<file path="config.mk">
export PLATFORM = sky130hd
export DESIGN_NAME = barker_corr_window_flat
export DESIGN_NICKNAME = d
export VERILOG_FILES = /design/src/rtl/barker_corr_window_if.sv /design/src/rtl/barker_corr_window.sv /design/src/flat_wrapper.sv
export SDC_FILE = /design/constraint.sdc
export NUM_CORES = 1
export LEC_CHECK = 0
export ABC_AREA = 1
export CAP_MARGIN = 10
export CORE_MARGIN = 3
export CORE_UTILIZATION = 26
export CTS_CLUSTER_DIAMETER = 50
export DETAILED_ROUTE_END_ITERATION = 8
export HOLD_SLACK_MARGIN = 0.02
export SYNTH_ARGS = -nofsm -noshare
export SYNTH_HDL_FRONTEND = slang
export SYNTH_SLANG_ARGS = --single-unit
export TNS_END_PERCENT = 100
</file>
<file path="constraint.sdc">
create_clock -name i_clk -period 3.7 [get_ports i_clk]
set_clock_uncertainty 0.05 [all_clocks]
set_input_delay 0.37 -clock i_clk [delete_from_list [all_inputs] [get_ports i_clk]]
set_output_delay 0.37 -clock i_clk [all_outputs]
set_load 0.01 [all_outputs]
</file>
<file path="src/rtl/barker_corr_window_if.sv">
// barker_corr_window_if: serial-bit input stream and decision output stream of the correlator
interface barker_corr_window_if #(parameter int CW = 4);
    logic s_tdata, s_tvalid, s_tlast, s_tready;
    logic m_tvalid, m_tuser, m_tlast, m_tready;
    logic [CW-1:0] m_tdata;
    modport master(output s_tdata, s_tvalid, s_tlast, m_tready,
                   input s_tready, m_tvalid, m_tuser, m_tdata, m_tlast);
    modport slave(input s_tdata, s_tvalid, s_tlast, m_tready,
                  output s_tready, m_tvalid, m_tuser, m_tdata, m_tlast);
endinterface

</file>
<file path="src/rtl/barker_corr_window.sv">
// barker_corr_window: serial Barker-style correlator with frame or sliding decisions and match counter
module barker_corr_window #(
    parameter int SEQ_LEN = 11,
    parameter logic [31:0] SEQ_CODE = 32'h0000_0712,
    parameter bit MODE = 1'b0,
    parameter int CW = $clog2(SEQ_LEN + 1)
) (
    input logic i_clk,
    input logic i_rst_n,
    barker_corr_window_if.slave bus,
    input logic [CW-1:0] i_max_err,
    input logic i_cnt_clr,
    output logic [15:0] o_match_cnt
);
    localparam logic [SEQ_LEN-1:0] CODE = SEQ_CODE[SEQ_LEN-1:0];
    // only SEQ_LEN-1 history bits are stored; the incoming bit completes the window
    logic [SEQ_LEN-2:0] win;
    logic [SEQ_LEN-1:0] win_nxt;
    logic [5:0] fill, fill_nxt;
    logic [CW-1:0] err;
    logic accept, full, emit, hs;
    logic [15:0] match_cnt;
    assign bus.s_tready = ~bus.m_tvalid | bus.m_tready;
    assign accept = bus.s_tvalid & bus.s_tready;
    assign hs = bus.m_tvalid & bus.m_tready;
    assign win_nxt = {win, bus.s_tdata};
    assign fill_nxt = (fill == 6'(SEQ_LEN)) ? fill : fill + 6'd1;
    assign full = fill_nxt == 6'(SEQ_LEN);
    assign err = CW'($countones(win_nxt ^ CODE));
    assign emit = accept & (bus.s_tlast | (MODE & full));
    assign o_match_cnt = match_cnt;
    always_ff @(posedge i_clk or negedge i_rst_n) begin
        if (!i_rst_n) begin
            win <= '0;
            fill <= '0;
        end else if (accept) begin
            win <= bus.s_tlast ? '0 : win_nxt[SEQ_LEN-2:0];
            fill <= bus.s_tlast ? '0 : fill_nxt;
        end
    end
    always_ff @(posedge i_clk or negedge i_rst_n) begin
        if (!i_rst_n) begin
            bus.m_tvalid <= 1'b0;
            bus.m_tuser <= 1'b0;
            bus.m_tdata <= '0;
            bus.m_tlast <= 1'b0;
        end else if (emit) begin
            bus.m_tvalid <= 1'b1;
            bus.m_tuser <= full & (err <= i_max_err);
            bus.m_tdata <= full ? err : CW'(SEQ_LEN);
            bus.m_tlast <= bus.s_tlast;
        end else if (hs) begin
            bus.m_tvalid <= 1'b0;
        end
    end
    always_ff @(posedge i_clk or negedge i_rst_n) begin
        if (!i_rst_n) match_cnt <= '0;
        else match_cnt <= i_cnt_clr ? '0 :
                          (hs & bus.m_tuser & ~&match_cnt) ? match_cnt + 16'd1 : match_cnt;
    end
endmodule

</file>
<file path="src/flat_wrapper.sv">
// flat-port wrapper written by rule: the top's interface ports become plain ports
module barker_corr_window_flat 
#(
    parameter int SEQ_LEN = 11,
    parameter logic [31:0] SEQ_CODE = 32'h0000_0712,
    parameter bit MODE = 1'b0,
    parameter int CW = $clog2(SEQ_LEN + 1)
)
  (i_clk, i_rst_n, i_max_err, i_cnt_clr, o_match_cnt, bus_s_tdata, bus_s_tvalid, bus_s_tlast, bus_m_tready, bus_s_tready, bus_m_tvalid, bus_m_tuser, bus_m_tdata, bus_m_tlast);
  barker_corr_window_if #(.CW(CW)) bus_i ();
  input logic i_clk;
  input logic i_rst_n;
  input logic [CW-1:0] i_max_err;
  input logic i_cnt_clr;
  output logic [15:0] o_match_cnt;
  input wire logic [$bits(bus_i.s_tdata)-1:0] bus_s_tdata;
  input wire logic [$bits(bus_i.s_tvalid)-1:0] bus_s_tvalid;
  input wire logic [$bits(bus_i.s_tlast)-1:0] bus_s_tlast;
  input wire logic [$bits(bus_i.m_tready)-1:0] bus_m_tready;
  output wire logic [$bits(bus_i.s_tready)-1:0] bus_s_tready;
  output wire logic [$bits(bus_i.m_tvalid)-1:0] bus_m_tvalid;
  output wire logic [$bits(bus_i.m_tuser)-1:0] bus_m_tuser;
  output wire logic [$bits(bus_i.m_tdata)-1:0] bus_m_tdata;
  output wire logic [$bits(bus_i.m_tlast)-1:0] bus_m_tlast;
  assign bus_i.s_tdata = bus_s_tdata;
  assign bus_i.s_tvalid = bus_s_tvalid;
  assign bus_i.s_tlast = bus_s_tlast;
  assign bus_i.m_tready = bus_m_tready;
  assign bus_s_tready = bus_i.s_tready;
  assign bus_m_tvalid = bus_i.m_tvalid;
  assign bus_m_tuser = bus_i.m_tuser;
  assign bus_m_tdata = bus_i.m_tdata;
  assign bus_m_tlast = bus_i.m_tlast;
  barker_corr_window #(.SEQ_LEN(SEQ_LEN), .SEQ_CODE(SEQ_CODE), .MODE(MODE), .CW(CW)) u_core (.i_clk(i_clk), .i_rst_n(i_rst_n), .bus(bus_i), .i_max_err(i_max_err), .i_cnt_clr(i_cnt_clr), .o_match_cnt(o_match_cnt));
endmodule
</file>
==> summary.txt, run 1 <==
Outcome
  • Status: finished, violations left
  • Violated checks: setup timing

Synth
  • Top cells by area, synth: dfrtp_1 (39%), nand2_1 (11%), inv_1 (8.2%)
  • Average size of a mapped cell: 7.91 um^2
  • Cell taking the most area after synthesis: dfrtp_1
  • Primary FF master, synth: dfrtp_1
  • Netlist cell types: 28
  • Share of the synthesized area in the top cell type: 39.3%
  • Top-count cell post-synth: nand2_1
  • Cell area after synthesis: 2480 um^2
  • Synth Register Bits: 39
  • Async S/R FF share, synth: 100%
  • Synthesis Warnings: 0
  • Sequential fraction of the synthesis area: 39.3%
  • Synth cell count leaders: nand2_1 (71), inv_1 (54), dfrtp_1 (39), nand3_1 (29), nor2_1 (29)
  • Syn nets: 345
  • Post-synth EDFFs: 0
  • Post-Syn Instances: 314

Die
  • Die Height: 104 um
  • Row count: 35
  • I/O Pins: 35
  • Initial Util: 26.9%
  • Core Region: 9240 um^2
  • Die width: 104 um
  • Full die area: 10800 um^2

Final layout
  • Fillcell total: 971
  • Number of diodes: 0
  • Sequential cell area: 976 um^2
  • Fin util: 34.2%
  • NumNets Final: 386
  • Synth-to-layout area growth: 27.5%
  • Share of cells above drive strength 1: 12.7%
  • Area of the multi-input gates: 1340 um^2

GRT
  • Vias in the first global route: 2096
  • Global route total overflow: 0
  • First-pass GRT wire length: 9780 um
  • GR Util All Layers: 10.9%
  • Largest net degree at the start of global routing: 40
  • Initial antenna violation count: 0

Worst setup path
  • Critical R2R Capture: u_core.bus.m_tuser
  • Worst path required time: 3.89 ns
  • CP delay by family, top: adder cells
  • Slowest-stage cell, CP: fa_2
  • R2R Setup Slk: -0.13 ns
  • CP max stage delay: 0.58 ns
  • RR Startpoint: u_core.win[5]
  • Buf+Inv Stages, Crit Path: 3
  • Most frequent CP cell: fa_2
  • Critical path launch point type: register
  • CP Max Fanout: 3
  • Critical path, cell by cell: ha_4 -> fa_2 -> inv_2 -> fa_2 -> fa_1 -> inv_1 -> ha_1 -> inv_1 -> fa_2 -> xnor2_4 -> ha_4 -> a21oi_2 -> o21ai_1 -> a21oi_1 -> nand3_1 -> nand2_1
  • Crit Path Class: reg2reg
  • Worst r2r path cells: 16
  • Critical path capture point type: register
  • WP data arrival: 4.01 ns

STA
  • Slew @ Worst Pin: 0.886 ns
  • Slew headroom: 40.9%
  • Setup ws final: -0.127 ns
  • Tcrit/Tclk final: 103%
  • Hold Slack: 0.145 ns
  • RSZ-0062 raised after global routing: yes
  • Max Slew Vio Count: 0
  • Final Hold Vio Count: 0
  • Min Clock Period, post-route: 3.83 ns
  • # setup viols final: 1
  • F_max: 0.261 GHz

Min path
  • Type of the worst min-delay path: in2async

CTS
  • Num Clock Sinks: 39
  • CTS tree: yes
  • CTS H-tree depth: 2
  • Worst-path clk slew: 0.08 ns
  • Clk_lat worst skew: 0.29 ns
  • Clk root buf: clkbuf_8
  • # hold bufs at CTS: 0
  • CTS max path bufs: 2
  • Cts bufs inserted: 5

Routing
  • DRC errors left: 0
  • Antenna-violating nets left: 0
  • Initial drt markers: 76
  • First-pass DRT Iterations: 4
  • Post-Route WL: 5700 um
  • Wirelength per Cell: 11.8 um
  • Vias: 2124
  • Vias per inst: 4.39

Placed design
  • Final HPWL DP: 4220 um
  • Port Buffers: 34
  • Final Wtd Congestion: 0.804

Power and ir drop
  • IR drop worst, VDD: 0.211 mV
  • PD cells: 346 nW/um^2
  • Leakage: 1.42 nW

Flow run
  • Max_cap viols: 0
-- worst register-to-register path, delay by kind of cell (launching register included) --
kind,cells,cell delay (ns)
DFF,1,0.42
and+or+nand+nor,2,0.16
buffers and inverters,3,0.16
AOI/OAI and AO/OA,3,0.40
xor gates and xnor gates,1,0.19
adders and majority gates,7,2.39
-- report_power, final --
part | leakage [nW] | internal (mW) | switching, mW
registers | 0.519 | 0.437 | 0.0109
logic | 0.855 | 0.131 | 0.165
clock network | 0.0513 | 0.198 | 0.151
-- registers in the layout (all words and copies together), names as in the netlist --
| register | cells |
|---|---|
| u_core.o_match_cnt | 16 |
| u_core.win | 10 |
| u_core.fill | 6 |
| u_core.bus.m_tdata | 4 |
| u_core.bus.m_tlast | 1 |
| u_core.bus.m_tuser | 1 |
| u_core.bus.m_tvalid | 1 |
-- through the flow --
stage	TNS, ns	setup slack, ns	total power, mW	instances	cell area, um^2
2_1_floorplan	0	0.000451	0.619	314	2480
3_3_place_gp	-0.0905	-0.0905	0.684	476	2980
3_5_place_dp	-0.270	-0.270	0.693	476	2980
4_1_cts	-0.141	-0.141	1.06	483	3110
5_1_grt	-0.297	-0.297	1.17	484	3160
6_report	-0.127	-0.127	1.09	484	3160
-- routing by layer --
| metal | GRT usage [%] | routed length [um] | share of wire (%) | vias to the layer above |
|---|---|---|---|---|
| li1 | - | - | - | 1083 |
| met1 | 14.3 | 2660 | 47 | 995 |
| met2 | 18.3 | 2760 | 48 | 38 |
| met3 | 2.68 | 225 | 3.9 | 8 |
| met4 | 2.66 | 59 | 1.0 | 0 |
| met5 | 0 | 0 | 0 | - |
-- layout make-up --
type	count	share of cell area, %
Tap cell	129	5.10
Sequential cell	39	30.8
Clock buffer	6	2.29
Inverter	56	6.64
Multi-Input combinational cell	214	42.4
Timing Repair Buffer	39	11.8
Clock inverter	1	0.949
-- cell families (layout without fill, tap and decap cells) --
group	after synthesis	in the layout	synth area share [%]
buffers and inverters	61	102	9.88
AND/OR/NAND/NOR	155	155	28.5
flip-flops	39	39	39.3
adder cells (fa/ha/maj)	20	20	11.9
AO/OA/AOI/OAI	32	32	7.96
XOR/XNOR	7	7	2.47
-- repair_timing --
action                     CTS  global route
resized for setup            7             8
buffers inserted             0             1
pin swaps                    4             7
gates cloned                 0             0
setup endpoints to repair    1             1
-- worst max-delay path by stage --
stage	startpoint	end	depth (start not counted)
after floorplan	u_core.win[7]	u_core.bus.m_tuser	17
after global placement	u_core.win[7]	u_core.bus.m_tuser	17
after detailed placement	u_core.win[7]	u_core.bus.m_tuser	17
after CTS	u_core.win[6]	u_core.bus.m_tuser	16
after global routing	u_core.win[1]	u_core.bus.m_tuser	16
final	u_core.win[5]	u_core.bus.m_tuser	16
-- cells in the final DEF (no fill, tap or decap), types with 2 or more instances in the layout --
cell type / Yosys / layout
o21ai_1: 1 / 2
ha_4: 0 / 4
inv_2: 2 / 7
ha_1: 14 / 10
inv_1: 54 / 49
nor2_4: 2 / 2
a21oi_1: 3 / 2
nand3_1: 29 / 29
buf_4: 0 / 5
xor2_1: 6 / 6
nor3_1: 3 / 3
nand2_1: 71 / 71
dfrtp_1: 39 / 39
o22ai_1: 14 / 14
nand2_2: 2 / 2
o21ai_0: 8 / 7
nor2_1: 29 / 29
fa_1: 6 / 3
clkdlybuf4s50_1: 0 / 33
nand4_1: 9 / 9
fa_2: 0 / 3
or2_2: 6 / 6
o21ai_2: 4 / 4
clkbuf_8: 0 / 5
(Power assumes the default switching activity.)
==> run 2: changes to the inputs <==
- CORE_UTILIZATION: 26 -> 49
- CTS_CLUSTER_SIZE: default -> 16
- MAX_ROUTING_LAYER: default -> met4
- PLACE_DENSITY: default -> 0.76
==> summary.txt, run 2 (same netlist as run 1, synthesis figures left out) <==
Die
  • Die Height: 77.2 um
  • Row count: 25
  • Core Region: 4820 um^2
  • Initial Util: 51.5%
  • Die width: 77.2 um
  • Full die area: 5960 um^2
  • I/O Pins: 35

CTS
  • Clk root buf: clkbuf_8
  • Num Clock Sinks: 39
  • Clk_lat worst skew: 0.30 ns
  • CTS max path bufs: 2
  • CTS tree: yes
  • Worst-path clk slew: 0.08 ns
  • CTS H-tree depth: 2
  • Cts bufs inserted: 5

Routing
  • DRC errors left: 0
  • Vias per inst: 4.99
  • Vias: 2117
  • Antenna-violating nets left: 0
  • Initial drt markers: 126
  • Post-Route WL: 5110 um
  • First-pass DRT Iterations: 4
  • Wirelength per Cell: 12.0 um

Power and ir drop
  • PD cells: 325 nW/um^2
  • Reg power frac: 45.4%
  • Switching power: 0.302 mW
  • Comb pwr share: 26.0%
  • Leakage: 1.42 nW
  • Clock share of power: 28.6%
  • Pint: 0.685 mW
  • IR drop worst, VDD: 0.228 mV
  • Sw Share: 30.6%
  • Total Power: 0.987 mW

Final layout
  • Number of diodes: 0
  • Fin area: 3030 um^2
  • Share of cells above drive strength 1: 11.2%
  • Area of the multi-input gates: 1300 um^2
  • Sequential cell area: 976 um^2
  • Max FFs per register: 16
  • Leading cell type in the layout, fill and taps excluded: nand2_1
  • Synth-to-layout area growth: 22.2%
  • Most frequent cells in the layout: nand2_1 (71), inv_1 (52), dfrtp_1 (39), clkdlybuf4s50_1 (33)
  • NumNets Final: 387
  • Fillcell total: 439

STA
  • RSZ-0062 raised after global routing: yes
  • Min Clock Period, post-route: 3.76 ns
  • Slew @ Worst Pin: 0.855 ns
  • Slew headroom: 43.0%
  • Final Hold Vio Count: 0
  • Tcrit/Tclk final: 102%
  • F_max: 0.266 GHz
  • # setup viols final: 1
  • Setup ws final: -0.0565 ns
  • Max Slew Vio Count: 0

Placed design
  • Port Buffers: 34
  • Final HPWL DP: 3770 um
  • Dpl cell area: 2900 um^2
  • Final Wtd Congestion: 0.876

Min path
  • Type of the worst min-delay path: in2async

Worst setup path
  • Critical path capture point type: register
  • Critical path, cell by cell: inv_2 -> ha_4 -> inv_1 -> fa_1 -> fa_1 -> fa_1 -> inv_1 -> ha_1 -> inv_1 -> fa_2 -> xnor2_2 -> ha_1 -> a21oi_1 -> o21ai_1 -> a21oi_1 -> nand3_1 -> nand2_1
  • CP max stage delay: 0.55 ns
  • Crit Path Class: reg2reg
  • Worst r2r path cells: 17
  • Slowest-stage cell, CP: fa_1
  • R2R Setup Slk: -0.06 ns
  • CP Max Fanout: 3
  • Worst path required time: 3.88 ns
  • WP data arrival: 3.94 ns
  • Critical path launch point type: register

Outcome
  • Violated checks: setup timing
  • Status: finished, violations left

GRT
  • Largest net degree at the start of global routing: 40
  • GR Util All Layers: 19.6%
  • Vias in the first global route: 2005
  • Initial antenna violation count: 0
  • Global route total overflow: 0
  • First-pass GRT wire length: 9140 um

Flow run
  • Max_cap viols: 0
[run 2: cell count changes in the layout (fill, tap and decap cells not counted)]
cell       change
inv_1          +3
inv_2          -3
ha_1           +2
ha_4           -2
a21oi_1        +1
a21oi_2        -1
buf_4          +1
bufinv_16      -1
clkbuf_1       +1
clkinv_2       +1
xnor2_2        +1
xnor2_4        -1
[run 2: cell type report]
| type | count | area share (%) |
|---|---|---|
| Inverter | 56 | 6.93 |
| Tap cell | 67 | 2.76 |
| Clock buffer | 7 | 2.52 |
| Timing Repair Buffer | 40 | 12.5 |
| Clock inverter | 1 | 0.165 |
| Sequential cell | 39 | 32.2 |
| Multi-Input combinational cell | 214 | 42.9 |
[run 2: timing repair]
action                     in CTS  in global routing
hold buffers                    0                  0
setup endpoints to repair       1                  1
gates resized for setup         8                  0
setup buffers                   2                  0
pin swaps                       7                  0
[run 2: routing by layer]
metal	up-vias	share of wire [%]	wire [um]	GRT usage, %
met2	49	44	2230	28.6
met4	0	1.5	76	7.47
met5	-	0	0	-
met1	975	50	2540	27.0
li1	1086	-	-	-
met3	7	5.0	257	3.76
[run 2: final timing paths]
check | start | to
hold reg to reg | u_core.bus.m_tlast | u_core.bus.m_tlast
hold / removal | i_rst_n | u_core.fill[4]
setup / recovery | u_core.win[8] | u_core.bus.m_tuser
min in group i_clk | u_core.bus.m_tlast | u_core.bus.m_tlast
setup reg to reg | u_core.win[8] | u_core.bus.m_tuser
max in group asynchronous | i_rst_n | u_core.o_match_cnt[12]
[run 2: power by group through the flow]
stage | combinational, mW | clock [mW] | sequential [mW]
finish | 0.256 | 0.282 | 0.448
global route | 0.293 | 0.310 | 0.451
CTS | 0.256 | 0.289 | 0.448
detailed placement | 0.229 | 0 | 0.456
global placement | 0.225 | 0 | 0.456
floorplan | 0.164 | 0 | 0.455
[run 2: worst max-delay path, delay by kind of cell (launching register included)]
kind / cells / cell delay [ns]
xor gates and xnor gates: 1 / 0.19
DFF: 1 / 0.38
AOI/OAI and AO/OA: 3 / 0.32
adders and majority gates: 7 / 2.35
buffers and inverters: 4 / 0.24
and+or+nand+nor: 2 / 0.15
[run 2: stage by stage]
step | hold slack (ns) | worst slack [ns] | TNS [ns] | std cells | utilization [%]
after global placement | 0.409 | -0.0640 | -0.0640 | 414 | 60.2
after floorplan | 0.0244 | 0.000451 | 0 | 314 | -
after detailed placement | 0.412 | -0.153 | -0.153 | 414 | 60.2
final | 0.131 | -0.0565 | -0.0565 | 424 | 63.0
after global routing | 0.200 | -0.259 | -0.259 | 424 | 63.0
after CTS | 0.172 | -0.0385 | -0.0385 | 424 | 63.0
==> run 3: changes to the inputs <==
- CORE_UTILIZATION: 49 -> 59
- PLACE_DENSITY: 0.76 -> 0.85
- REMOVE_ABC_BUFFERS: default -> 1
- clock period: 3.7 -> 4.55 ns (I/O delays scaled with it)
==> summary.txt, run 3 (same netlist as run 1, synthesis figures left out) <==
Placed design
  • Final HPWL DP: 3920 um
  • Port Buffers: 34
  • Final Wtd Congestion: 0.965

Flow run
  • Max_cap viols: 0

Worst setup path
  • CP Max Fanout: 3
  • Critical path, cell by cell: inv_1 -> ha_1 -> fa_1 -> inv_1 -> fa_1 -> fa_1 -> inv_1 -> ha_1 -> inv_1 -> fa_1 -> xnor2_1 -> ha_1 -> a21oi_1 -> o21ai_0 -> a21oi_1 -> nand3_1 -> nand2_1
  • Critical path launch point type: register
  • Worst r2r path cells: 17
  • Worst path required time: 4.74 ns
  • Slowest-stage cell, CP: fa_1
  • CP delay by family, top: adder cells
  • Critical path capture point type: register
  • Crit Path Class: reg2reg
  • Buf+Inv Stages, Crit Path: 4
  • CP max stage delay: 0.54 ns
  • WP data arrival: 4.15 ns
  • RR Startpoint: u_core.win[8]
  • Critical R2R Capture: u_core.bus.m_tuser
  • R2R Setup Slk: 0.59 ns

STA
  • # setup viols final: 0
  • RSZ-0062 raised after global routing: no
  • F_max: 0.252 GHz
  • Slew headroom: 42.8%
  • Slew @ Worst Pin: 0.858 ns
  • Tcrit/Tclk final: 87.1%
  • Setup TNS Final: 0 ns
  • Min Clock Period, post-route: 3.96 ns
  • Final Hold Vio Count: 0
  • Max Slew Vio Count: 0
  • Hold Slack: 0.211 ns

Final layout
  • Fillcell total: 296
  • Most frequent cells in the layout: nand2_1 (71), inv_1 (54), dfrtp_1 (39), clkdlybuf4s50_1 (33)
  • Number of diodes: 0
  • Leading cell type in the layout, fill and taps excluded: nand2_1
  • Max FFs per register: 16
  • Share of cells above drive strength 1: 7.95%
  • Synth-to-layout area growth: 18.2%
  • NumNets Final: 382

GRT
  • GR Util All Layers: 24.5%
  • Grt met3 use: 5.26%
  • Initial antenna violation count: 0
  • Largest net degree at the start of global routing: 40
  • Vias in the first global route: 2163
  • Met1 Use GR: 28.7%
  • First-pass GRT wire length: 9470 um
  • Grt met2 use: 40.2%
  • Top Usage Layer GRT: met2
  • Global route total overflow: 0

Routing
  • Vias per inst: 5.45
  • Antenna-violating nets left: 0
  • Wirelength per Cell: 12.9 um
  • DRC errors left: 0
  • Vias: 2179
  • Post-Route WL: 5180 um
  • First-pass DRT Iterations: 4
  • Initial drt markers: 143

Min path
  • Type of the worst min-delay path: in2async

CTS
  • CTS tree: yes
  • Post-CTS sizing: 0
  • Num Clock Sinks: 39
  • Cts bufs inserted: 5
  • Worst-path clk slew: 0.08 ns
  • Post-CTS Setup Repair Bufs: 0
  • Clk_lat worst skew: 0.30 ns
  • Clk root buf: clkbuf_8
  • # hold bufs at CTS: 0
  • CTS H-tree depth: 2
  • CTS max path bufs: 2

Power and ir drop
  • Total Power: 0.783 mW
  • PD cells: 267 nW/um^2
  • IR drop worst, VDD: 0.194 mV
  • Leakage: 1.39 nW

Die
  • Core Region: 3850 um^2
  • Initial Util: 64.4%
  • Row count: 22
  • I/O Pins: 35
  • Full die area: 5020 um^2
  • Die width: 70.9 um
  • Die Height: 70.9 um

Outcome
  • Status: complete, no violations
==> run 3: report_power, final <==
| group | switching, mW | total (mW) | internal [mW] |
|---|---|---|---|
| registers | 0.00885 | 0.365 | 0.356 |
| clock network | 0.126 | 0.233 | 0.107 |
| logic | 0.108 | 0.185 | 0.0772 |
==> run 3: layout make-up <==
type	count	area (um^2)	share of cell area [%]
well taps	48	60.1	2.05
multi-input cells	214	1260	43.0
clock inverters	2	12.5	0.426
clock buffers	6	72.6	2.47
inverters	56	210	7.16
flip-flops and latches	39	976	33.2
repair buffers	35	343	11.7
==> run 3: through the flow <==
stage               setup WS [ns]  utilization [%]  cells  area, um^2
floorplan                   0.789                -    309        2450
global placement            0.711             74.0    392        2850
detailed placement          0.589             74.0    392        2850
CTS                         0.569             76.2    400        2940
global route                0.256             76.2    400        2940
finish                      0.585             76.2    400        2940
==> run 3: worst reg2reg max path, stage by stage, from the launching register on <==
cell and delay [ns]:
dfrtp_1 0.36, inv_1 0.10, ha_1 0.26, fa_1 0.54, inv_1 0.05, fa_1 0.44
fa_1 0.46, inv_1 0.06, ha_1 0.14, inv_1 0.05, fa_1 0.37, xnor2_1 0.22
ha_1 0.29, a21oi_1 0.14, o21ai_0 0.09, a21oi_1 0.13, nand3_1 0.08, nand2_1 0.07
==> run 3: worst max path at each step <==
stage	start	to	slack, ns	depth (start not counted)
final	u_core.win[8]	u_core.bus.m_tuser	0.59	17
after global routing	u_core.win[7]	u_core.bus.m_tuser	0.26	17
after CTS	u_core.win[8]	u_core.bus.m_tuser	0.57	17
after detailed placement	u_core.win[8]	u_core.bus.m_tuser	0.59	17
after global placement	u_core.win[8]	u_core.bus.m_tuser	0.71	17
after floorplan	u_core.win[7]	u_core.bus.m_tuser	0.79	17
==> run 3: layer usage <==
layer / wire length (um) / vias up / part of all wire [%]
met3: 275 / 13 / 5.3
met2: 2570 / 63 / 50
met5: 0 / - / 0
met1: 2200 / 1019 / 42
li1: - / 1084 / -
met4: 132 / 0 / 2.6
